[src/rtl/bram_tx_backend.sv]
// bram_tx_backend: streams a packet staged in BRAM (words 0..beats-1) out
// over an AXI-Stream master, one DATA_W word per beat.
// Flow: IDLE waits for start, RUN issues BRAM reads and drains a 2-entry
// skid FIFO, and DONE pulses finish for one cycle.
// BRAM read data arriving while the FIFO is empty is presented directly on the
// stream, so the first beat appears two cycles after start.
// Optional feature: define BRAM_TX_STATS_EN to add the pkt_count/byte_count
// statistics outputs.
module bram_tx_backend #(
  parameter int DATA_W = 256,
  parameter int ADDR_W = 6
) (
  input  logic                  aclk,
  input  logic                  aresetn,
  input  logic                  start,
  input  logic [15:0]           length_be,
  output logic                  finish,
`ifdef BRAM_TX_STATS_EN
  output logic [31:0]           pkt_count,
  output logic [31:0]           byte_count,
`endif
  output logic                  bram_enb,
  output logic [ADDR_W-1:0]     bram_addrb,
  input  logic [DATA_W-1:0]     bram_doutb,
  output logic [DATA_W-1:0]     m_axis_tdata,
  output logic [DATA_W/8-1:0]   m_axis_tkeep,
  output logic                  m_axis_tvalid,
  output logic                  m_axis_tlast,
  input  logic                  m_axis_tready
);

  localparam int          BYTES     = DATA_W / 8;
  localparam int          KB        = $clog2(BYTES);
  localparam int          BEAT_W    = ADDR_W + 1;
  localparam int unsigned MAX_BYTES = BYTES << ADDR_W;

  typedef enum logic [1:0] {S_IDLE, S_RUN, S_DONE} state_t;

  state_t              state_q;
  logic [BEAT_W-1:0]   beats_q;
  logic [BEAT_W-1:0]   rd_idx_q;       // next word address to read
  logic [BYTES-1:0]    keep_last_q;
  logic                bram_enb_q;
  logic [ADDR_W-1:0]   bram_addrb_q;
  logic                enb_last_q;     // read issued this cycle is the final word
  logic                rvalid_q;       // BRAM data valid this cycle
  logic                rlast_q;        // ...and it is the final word
  logic                finish_q;

  // Skid FIFO: payload kept separately from control so it needs no reset.
  logic [DATA_W-1:0]   fifo_data_q [2];
  logic                fifo_last_q [2];
  logic                fifo_wr_q;
  logic                fifo_rd_q;
  logic [1:0]          fifo_cnt_q;
  logic [1:0]          fifo_cnt_d;

  // Start-time decode of the packet length.
  logic [15:0]         len_start;
  logic [BEAT_W-1:0]   beats_start;
  logic [KB-1:0]       rem_start;
  logic [BYTES-1:0]    keep_start;

  assign len_start   = (32'(length_be) > MAX_BYTES) ? 16'(MAX_BYTES) : length_be;
  assign beats_start = BEAT_W'((32'(len_start) + 32'(BYTES - 1)) >> KB);
  assign rem_start   = len_start[KB-1:0];

  // Last-beat byte mask: the low rem bytes, or every byte when rem is zero.
  for (genvar gi = 0; gi < BYTES; gi++) begin : g_keep
    assign keep_start[gi] = (rem_start == '0) || (KB'(gi) < rem_start);
  end

  // Output head: the FIFO front, or the BRAM word in flight when the FIFO is empty.
  logic                fifo_empty;
  logic                out_valid;
  logic [DATA_W-1:0]   head_data;
  logic                head_last;
  logic                xfer;
  logic                push;
  logic                pop;
  logic [2:0]          occ_next;
  logic                issue_ok;

  assign fifo_empty = (fifo_cnt_q == 2'd0);
  assign out_valid  = !fifo_empty || rvalid_q;
  assign head_data  = fifo_empty ? bram_doutb : fifo_data_q[fifo_rd_q];
  assign head_last  = fifo_empty ? rlast_q    : fifo_last_q[fifo_rd_q];
  assign xfer       = out_valid && m_axis_tready;
  assign pop        = xfer && !fifo_empty;
  assign push       = rvalid_q && !(fifo_empty && xfer);

  // FIFO occupancy after this edge.
  always_comb begin
    fifo_cnt_d = fifo_cnt_q;
    if (push && !pop) begin
      fifo_cnt_d = fifo_cnt_q + 2'd1;
    end else if (pop && !push) begin
      fifo_cnt_d = fifo_cnt_q - 2'd1;
    end
  end

  // A new read may issue only if its word, plus stored words and the read
  // already in flight, still fits in the two FIFO slots.
  assign occ_next = {1'b0, fifo_cnt_d} + {2'b00, bram_enb_q};
  assign issue_ok = (occ_next < 3'd2);

  // Control FSM, read issue and FIFO bookkeeping.
  always_ff @(posedge aclk) begin
    if (!aresetn) begin
      state_q      <= S_IDLE;
      beats_q      <= '0;
      rd_idx_q     <= '0;
      keep_last_q  <= '0;
      bram_enb_q   <= 1'b0;
      bram_addrb_q <= '0;
      enb_last_q   <= 1'b0;
      rvalid_q     <= 1'b0;
      rlast_q      <= 1'b0;
      finish_q     <= 1'b0;
      fifo_last_q  <= '{1'b0, 1'b0};
      fifo_wr_q    <= 1'b0;
      fifo_rd_q    <= 1'b0;
      fifo_cnt_q   <= 2'd0;
    end else begin
      rvalid_q   <= bram_enb_q;
      rlast_q    <= enb_last_q;
      fifo_cnt_q <= fifo_cnt_d;
      if (push) begin
        fifo_last_q[fifo_wr_q] <= rlast_q;
        fifo_wr_q              <= ~fifo_wr_q;
      end
      if (pop) begin
        fifo_rd_q <= ~fifo_rd_q;
      end

      finish_q   <= 1'b0;
      bram_enb_q <= 1'b0;
      enb_last_q <= 1'b0;

      case (state_q)
        S_IDLE: begin
          if (start) begin
            beats_q     <= beats_start;
            keep_last_q <= keep_start;
            state_q     <= S_RUN;
            if (beats_start != '0) begin
              bram_enb_q   <= 1'b1;
              bram_addrb_q <= '0;
              enb_last_q   <= (beats_start == BEAT_W'(1));
              rd_idx_q     <= BEAT_W'(1);
            end else begin
              rd_idx_q <= '0;
            end
          end
        end
        S_RUN: begin
          if (beats_q == '0) begin
            // Empty packet: nothing to send, just signal completion.
            state_q  <= S_DONE;
            finish_q <= 1'b1;
          end else if (xfer && head_last) begin
            state_q  <= S_DONE;
            finish_q <= 1'b1;
          end else if ((rd_idx_q < beats_q) && issue_ok) begin
            bram_enb_q   <= 1'b1;
            bram_addrb_q <= rd_idx_q[ADDR_W-1:0];
            enb_last_q   <= (rd_idx_q == beats_q - BEAT_W'(1));
            rd_idx_q     <= rd_idx_q + BEAT_W'(1);
          end
        end
        S_DONE: begin
          state_q <= S_IDLE;
        end
        default: begin
          state_q <= S_IDLE;
        end
      endcase
    end
  end

  // FIFO payload storage.
  always_ff @(posedge aclk) begin
    if (push) begin
      fifo_data_q[fifo_wr_q] <= bram_doutb;
    end
  end

  assign finish        = finish_q;
  assign bram_enb      = bram_enb_q;
  assign bram_addrb    = bram_addrb_q;
  assign m_axis_tvalid = out_valid;
  assign m_axis_tdata  = out_valid ? head_data : '0;
  assign m_axis_tlast  = out_valid && head_last;
  assign m_axis_tkeep  = !out_valid ? '0 : (head_last ? keep_last_q : '1);

`ifdef BRAM_TX_STATS_EN
  logic [15:0] stat_len_q;
  logic [31:0] pkt_count_q;
  logic [31:0] byte_count_q;

  // Count completed packets and their (clamped) byte lengths.
  always_ff @(posedge aclk) begin
    if (!aresetn) begin
      stat_len_q   <= '0;
      pkt_count_q  <= '0;
      byte_count_q <= '0;
    end else begin
      if ((state_q == S_IDLE) && start) begin
        stat_len_q <= len_start;
      end
      if (finish_q) begin
        pkt_count_q  <= pkt_count_q + 32'd1;
        byte_count_q <= byte_count_q + 32'(stat_len_q);
      end
    end
  end

  assign pkt_count  = pkt_count_q;
  assign byte_count = byte_count_q;
`else
  // Statistics counters are not built in this configuration.
`endif

endmodule

[config.mk]
export PLATFORM = sky130hd
export DESIGN_NAME = bram_tx_backend
export DESIGN_NICKNAME = d
export VERILOG_FILES = /design/src/rtl/bram_tx_backend.sv
export SDC_FILE = /design/constraint.sdc
export NUM_CORES = 1
export LEC_CHECK = 0
export CORE_MARGIN = 5
export CORE_UTILIZATION = 25
export DETAILED_ROUTE_END_ITERATION = 8
export SLEW_MARGIN = 0
export SYNTH_ARGS = -nofsm -noshare
export SYNTH_HDL_FRONTEND = slang
export SYNTH_SLANG_ARGS = --single-unit
[constraint.sdc]
create_clock -name aclk -period 14.7 [get_ports aclk]
set_clock_uncertainty 0.05 [all_clocks]
set_input_delay 2.94 -clock aclk [delete_from_list [all_inputs] [get_ports aclk]]
set_output_delay 2.94 -clock aclk [all_outputs]
set_load 0.02 [all_outputs]
# Yosys cells after proc, flatten, opt, wreduce, memory -nomap -nowiden
# Memory sizes are Yosys's and may differ from the RTL's. A register that Yosys moved wholly into a read port is not among the register bits.
# Cells that the tools add are included.
# Widths: inputs -> output; s select.
# op_classes
n_addsub	6
n_lt_le_gt_ge	38
eq_ne	9
mux	48
bitwise_logic	4
reduce_logical	58
# ops
cell	n
$mux 256	2
$lt 5x5->1 const A	16
$mux 32	2
$lt 4x5->1 const A	8
$logic_or 1x1->1	33
$mux 6	5
$mux 7	4
$mux 1	22
$lt 3x5->1 const A	4
$gt 16x12->1 const B	1
$pmux 7 s2	1
$add 12x5->12 const B	1
$mux 12	1
$pmux 6 s2	1
$logic_and 1x1->1	10
$lt 1x5->1 const A	2
$lt 2x5->1 const A	2
$mux 2	5
$ne 2x2->1 const B	5
$add 7x1->7 const B	1
$eq 7x1->1 const B	1
$eq 7x7->1	1
$logic_not 7->1	1
$lt 7x7->1	1
other kinds (23)	33
# totals
ff_bits	65
mem_bits_rw	512
in_bits	276
out_inout_bits	298
elab_cells	179
mem_count	1
# mem_list
memory	words	word_bits	read_ports	rd_clocked_by_memory_dff	wr	line	rtl
fifo_data_q	2	256	1	1	1	51	logic [DATA_W-1:0] fifo_data_q [2];

# Depth between registers and ports, before layout
# logic_depth
ltp_word	18
mapped_depth	8
depth_no_buf	7

# Worst setup path after synthesis
# Ideal clock, no wire load.
# synth_timing
path_kind	input to register
start	input m_axis_tready
end	register fifo_last_q[1] (netlist name)
setup_ns	0.137
arrival_time_ns	14.740
path_slack_ns	-0.227
cell_stages	6
path_buffers	1
path_cell_list	buf_6 > nand2_1 > nand2_1 > nor2_1 > mux2i_1 > nor2b_1
# synth_between
elab_chain_cells	4
# synth_lines
item	line	rtl
start: declaration	29	input logic m_axis_tready
$logic_and 1x1->1	88	assign xfer = out_valid && m_axis_tready;
$logic_and 1x1->1	90	assign push = rvalid_q && !(fifo_empty && xfer);
$logic_not 1->1	90	
$logic_and 1x1->1	90	
end signal: assignment	120	fifo_last_q <= '{1'b0, 1'b0};
end signal: indexed assignment	129	fifo_last_q[fifo_wr_q] <= rlast_q;
end: declaration	52	logic fifo_last_q [2];
# Every way passes these cells.
# A chain may end at the register's enable or synchronous reset.

# Worst setup path in the final report
# layout_timing
start	register fifo_cnt_q[0]
end	output m_axis_tdata[155]
# layout_between
elab_chain_cells	4
# layout_lines
item	line	rtl
start: declaration	55	logic [1:0] fifo_cnt_q;
start signal: assignment	127	fifo_cnt_q <= fifo_cnt_d;
$logic_not 2->1 *	84	assign fifo_empty = (fifo_cnt_q == 2'd0);
$logic_not 1->1	85	assign out_valid = !fifo_empty || rvalid_q;
$logic_or 1x1->1	85	
$mux 256 *	192	assign m_axis_tdata = out_valid ? head_data : '0;
end: declaration	25	output logic [DATA_W-1:0] m_axis_tdata,
# Every way passes the cells marked *; elsewhere a longest branch is shown, timed or not.

==> results_dict.tcl <==
set metrics [dict create \
    yosysMostFrequentCell "edfxtp_1" \
    syn_avg_cell_area_um2 13.4 \
    p_comb_frac 0.313 \
    finalHoldWorstSlack_ns 0.389 \
    clock_sinks 578 \
    fin_nets 2653 \
    grt_pass1_wl_mm 105 \
    synthArstFlopShare 0 \
    grt_use_total 0.125 \
    p_seq_frac 0.369 \
    pwr-share-clk 0.318 \
    hold_path_startpoint "enb_last_q" \
    netlist.area_leader.share 0.622 \
    cp-end-kind "output port" \
    cts_max_path_buffers 3 \
    num_rows 115 \
    drt-initial-drc-count 1107 \
    finalCriticalPeriod_ns 8.33 \
    hold_viol_final 0 \
    top_level_ports 574 \
    drive_above_1_share 0.0559 \
    multi_input_area_mm2 0.00744 \
    crit_start "fifo_cnt_q[0]" \
    critical_path_arrival_ns 5.34 \
    fin_tns_setup_ns 0 \
    numPortBuffers 573 \
    overflow 0 \
    grt_start_max_net_pins 133 \
    drtAntennaViolNets 0 \
    cts_made_buffers 68 \
    yosys_warnings 0 \
    htreeDepth 3 \
    gp_congestion 0.827 \
    syn-cell-area_mm2 0.0247 \
    relSlewSlack 0.296 \
    vias 16902 \
    setup_viol 0 \
    num-fill-cells 9585 \
    dieArea_mm2 0.105 \
    p_int_uw 3460 \
    clkTransAtPathRegs_ns 0.06 \
    area.sequential_mm2 0.0167 \
    ir_worst_vdd_uv 86.9 \
    routedWlPerCell_um 18.6 \
    root_buffer "clkbuf_16" \
    yosysTopAreaCell "edfxtp_1" \
    fmax_mhz 120 \
    routed_wirelength_mm 68.8 \
    holdCritPathClass "reg -> reg" \
    postCtsSetupBuffers 0 \
    timing.final.ws_setup_ns 6.37 \
    drc 0 \
    ys_ff_latch 578 \
    fin_total_pwr_uw 5070 \
    preCtsSetupSlack_ns 6.71 \
    p_switching_uw 1610 \
    maxCapViolCount 0 \
    cts_resized 0 \
    cts_hold_buf 0 \
    clock_latency_ns 0.61 \
    initial_utilization 0.252 \
    antenna_found_initial 4 \
    synth_nets 2136 \
    die_y_um 324 \
    start_kind "register" \
    final_cells 3703 \
    power_density_mw_per_mm2 150 \
    seq_area_frac_synth 0.675 \
    tightest_slew_ns 1.03 \
    rsz0062_at_grt "no" \
    status "complete, no violations" \
    die_x_um 324 \
    fin_crit_sh 0.566 \
    ys_types 63 \
    dp_hpwl_mm 44.9 \
    synth_area_leaders "edfxtp_1, mux2i_1, o21ai_0, nand3_1, dfxtp_1" \
    worst-path-max-fanout 107 \
    p_leak_uw 0.0104 \
    cts_tree "done" \
    placed_cells_incl_taps 3584 \
    syn_inst 1850 \
    ys_top_cells_by_count "edfxtp_1, o21ai_0, mux2i_1" \
    critPathRequiredTime_ns 11.71 \
    maxSlewViolCount 0 \
    synth_ff_type "edfxtp_1" \
    grt_pass1_vias 16432 \
    via_per_inst 4.56 \
    area_growth_pct 37.1 \
    core_area_mm2 0.0983 \
    synth_edf_count 512 \
    drtPass1Iterations 5 \
    r2r-start "fifo_cnt_q[0]" \
    swShare 0.318 \
    crit_type "reg -> out" \
]
-- metal layers --
layer	GRT usage	share of wire
met1	0.157	0.42
met2	0.206	0.48
met3	0.0431	0.077
met4	0.0366	0.022
met5	0	0.00039
-- stage by stage --
step	utilization	cell area, um^2
after floorplan	-	24700
final	0.345	33900
after global routing	0.345	33900
after detailed placement	0.323	31800
after global placement	0.323	31800
after CTS	0.345	33900
-- cell usage in the layout (no fill, tap or decap), types with 7 or more instances in the layout --
cell type,synthesis,layout
o21a_1,38,38
inv_1,16,16
buf_4,0,19
edfxtp_1,512,512
nand3_1,267,267
o31ai_1,8,8
nor3_1,15,15
mux2i_1,270,269
a21oi_1,23,23
clkbuf_16,0,68
clkinv_2,0,7
clkinv_1,0,12
ha_1,10,9
nand2b_1,8,8
dfxtp_1,66,64
and2_1,10,10
nand2_1,52,52
xnor2_1,13,13
clkbuf_1,126,14
nor2b_1,9,9
clkdlybuf4s50_1,0,573
o21ai_0,287,287
nor2_1,13,12
-- sequential cells by signal (all words and copies together), names as in the netlist, named ones only --
name and cells:
beats_q 7, fifo_data_q 512, bram_addrb 6, rlast_q 1, fifo_rd_q 1, enb_last_q 1, finish 1, bram_enb 1
fifo_cnt_q 2, fifo_last_q 2, rd_idx_q 7, fifo_wr_q 1, state_q 2, keep_last_q 32, rvalid_q 1
-- cells by family after synthesis --
| family | Yosys count | synth area share |
|---|---|---|
| mux | 272 | 0.110 |
| simple gates | 413 | 0.0865 |
| buf+inv | 164 | 0.0256 |
| flops | 578 | 0.675 |
| xor+xnor | 15 | 0.00531 |
| fa+ha+maj | 10 | 0.00506 |
| compound gates | 398 | 0.0917 |
-- layout make-up --
| cell class | count | share of cell area |
|---|---|---|
| inverters | 16 | 0.00177 |
| flip-flops and latches | 578 | 0.493 |
| diodes | 1 | 0.0000738 |
| multi-input cells | 1108 | 0.220 |
| clock inverters | 32 | 0.00967 |
| well taps | 1287 | 0.0475 |
| repair buffers | 595 | 0.175 |
| clock buffers | 86 | 0.0534 |
-- path summary, 6_finish.rpt --
kind	end	slack [ns]	depth (start not counted)
worst min register to register	rlast_q	0.39	1
worst max register to register	fifo_data_q[0][227]	10.83	7
worst max-delay path	m_axis_tdata[155]	6.37	8
worst min-delay path	rlast_q	0.39	1
-- worst max-delay path, cell delays in order, from the launching register on --
cell,delay (ns)
dfxtp_1,0.34
inv_1,0.13
ha_4,0.72
buf_4,0.76
buf_4,0.86
buf_4,0.72
nand3_1,0.13
o21ai_0,0.13
clkdlybuf4s50_1,0.68
-- power groups by stage --
stage | clock network (uW) | registers [uW] | logic (uW)
after CTS | 1670 | 1870 | 1610
after global routing | 1740 | 1880 | 1690
final | 1610 | 1870 | 1590
after global placement | 0 | 1910 | 1600
after detailed placement | 0 | 1910 | 1600
after floorplan | 0 | 1900 | 863
Note: power is estimated with default switching activity, not from simulation.
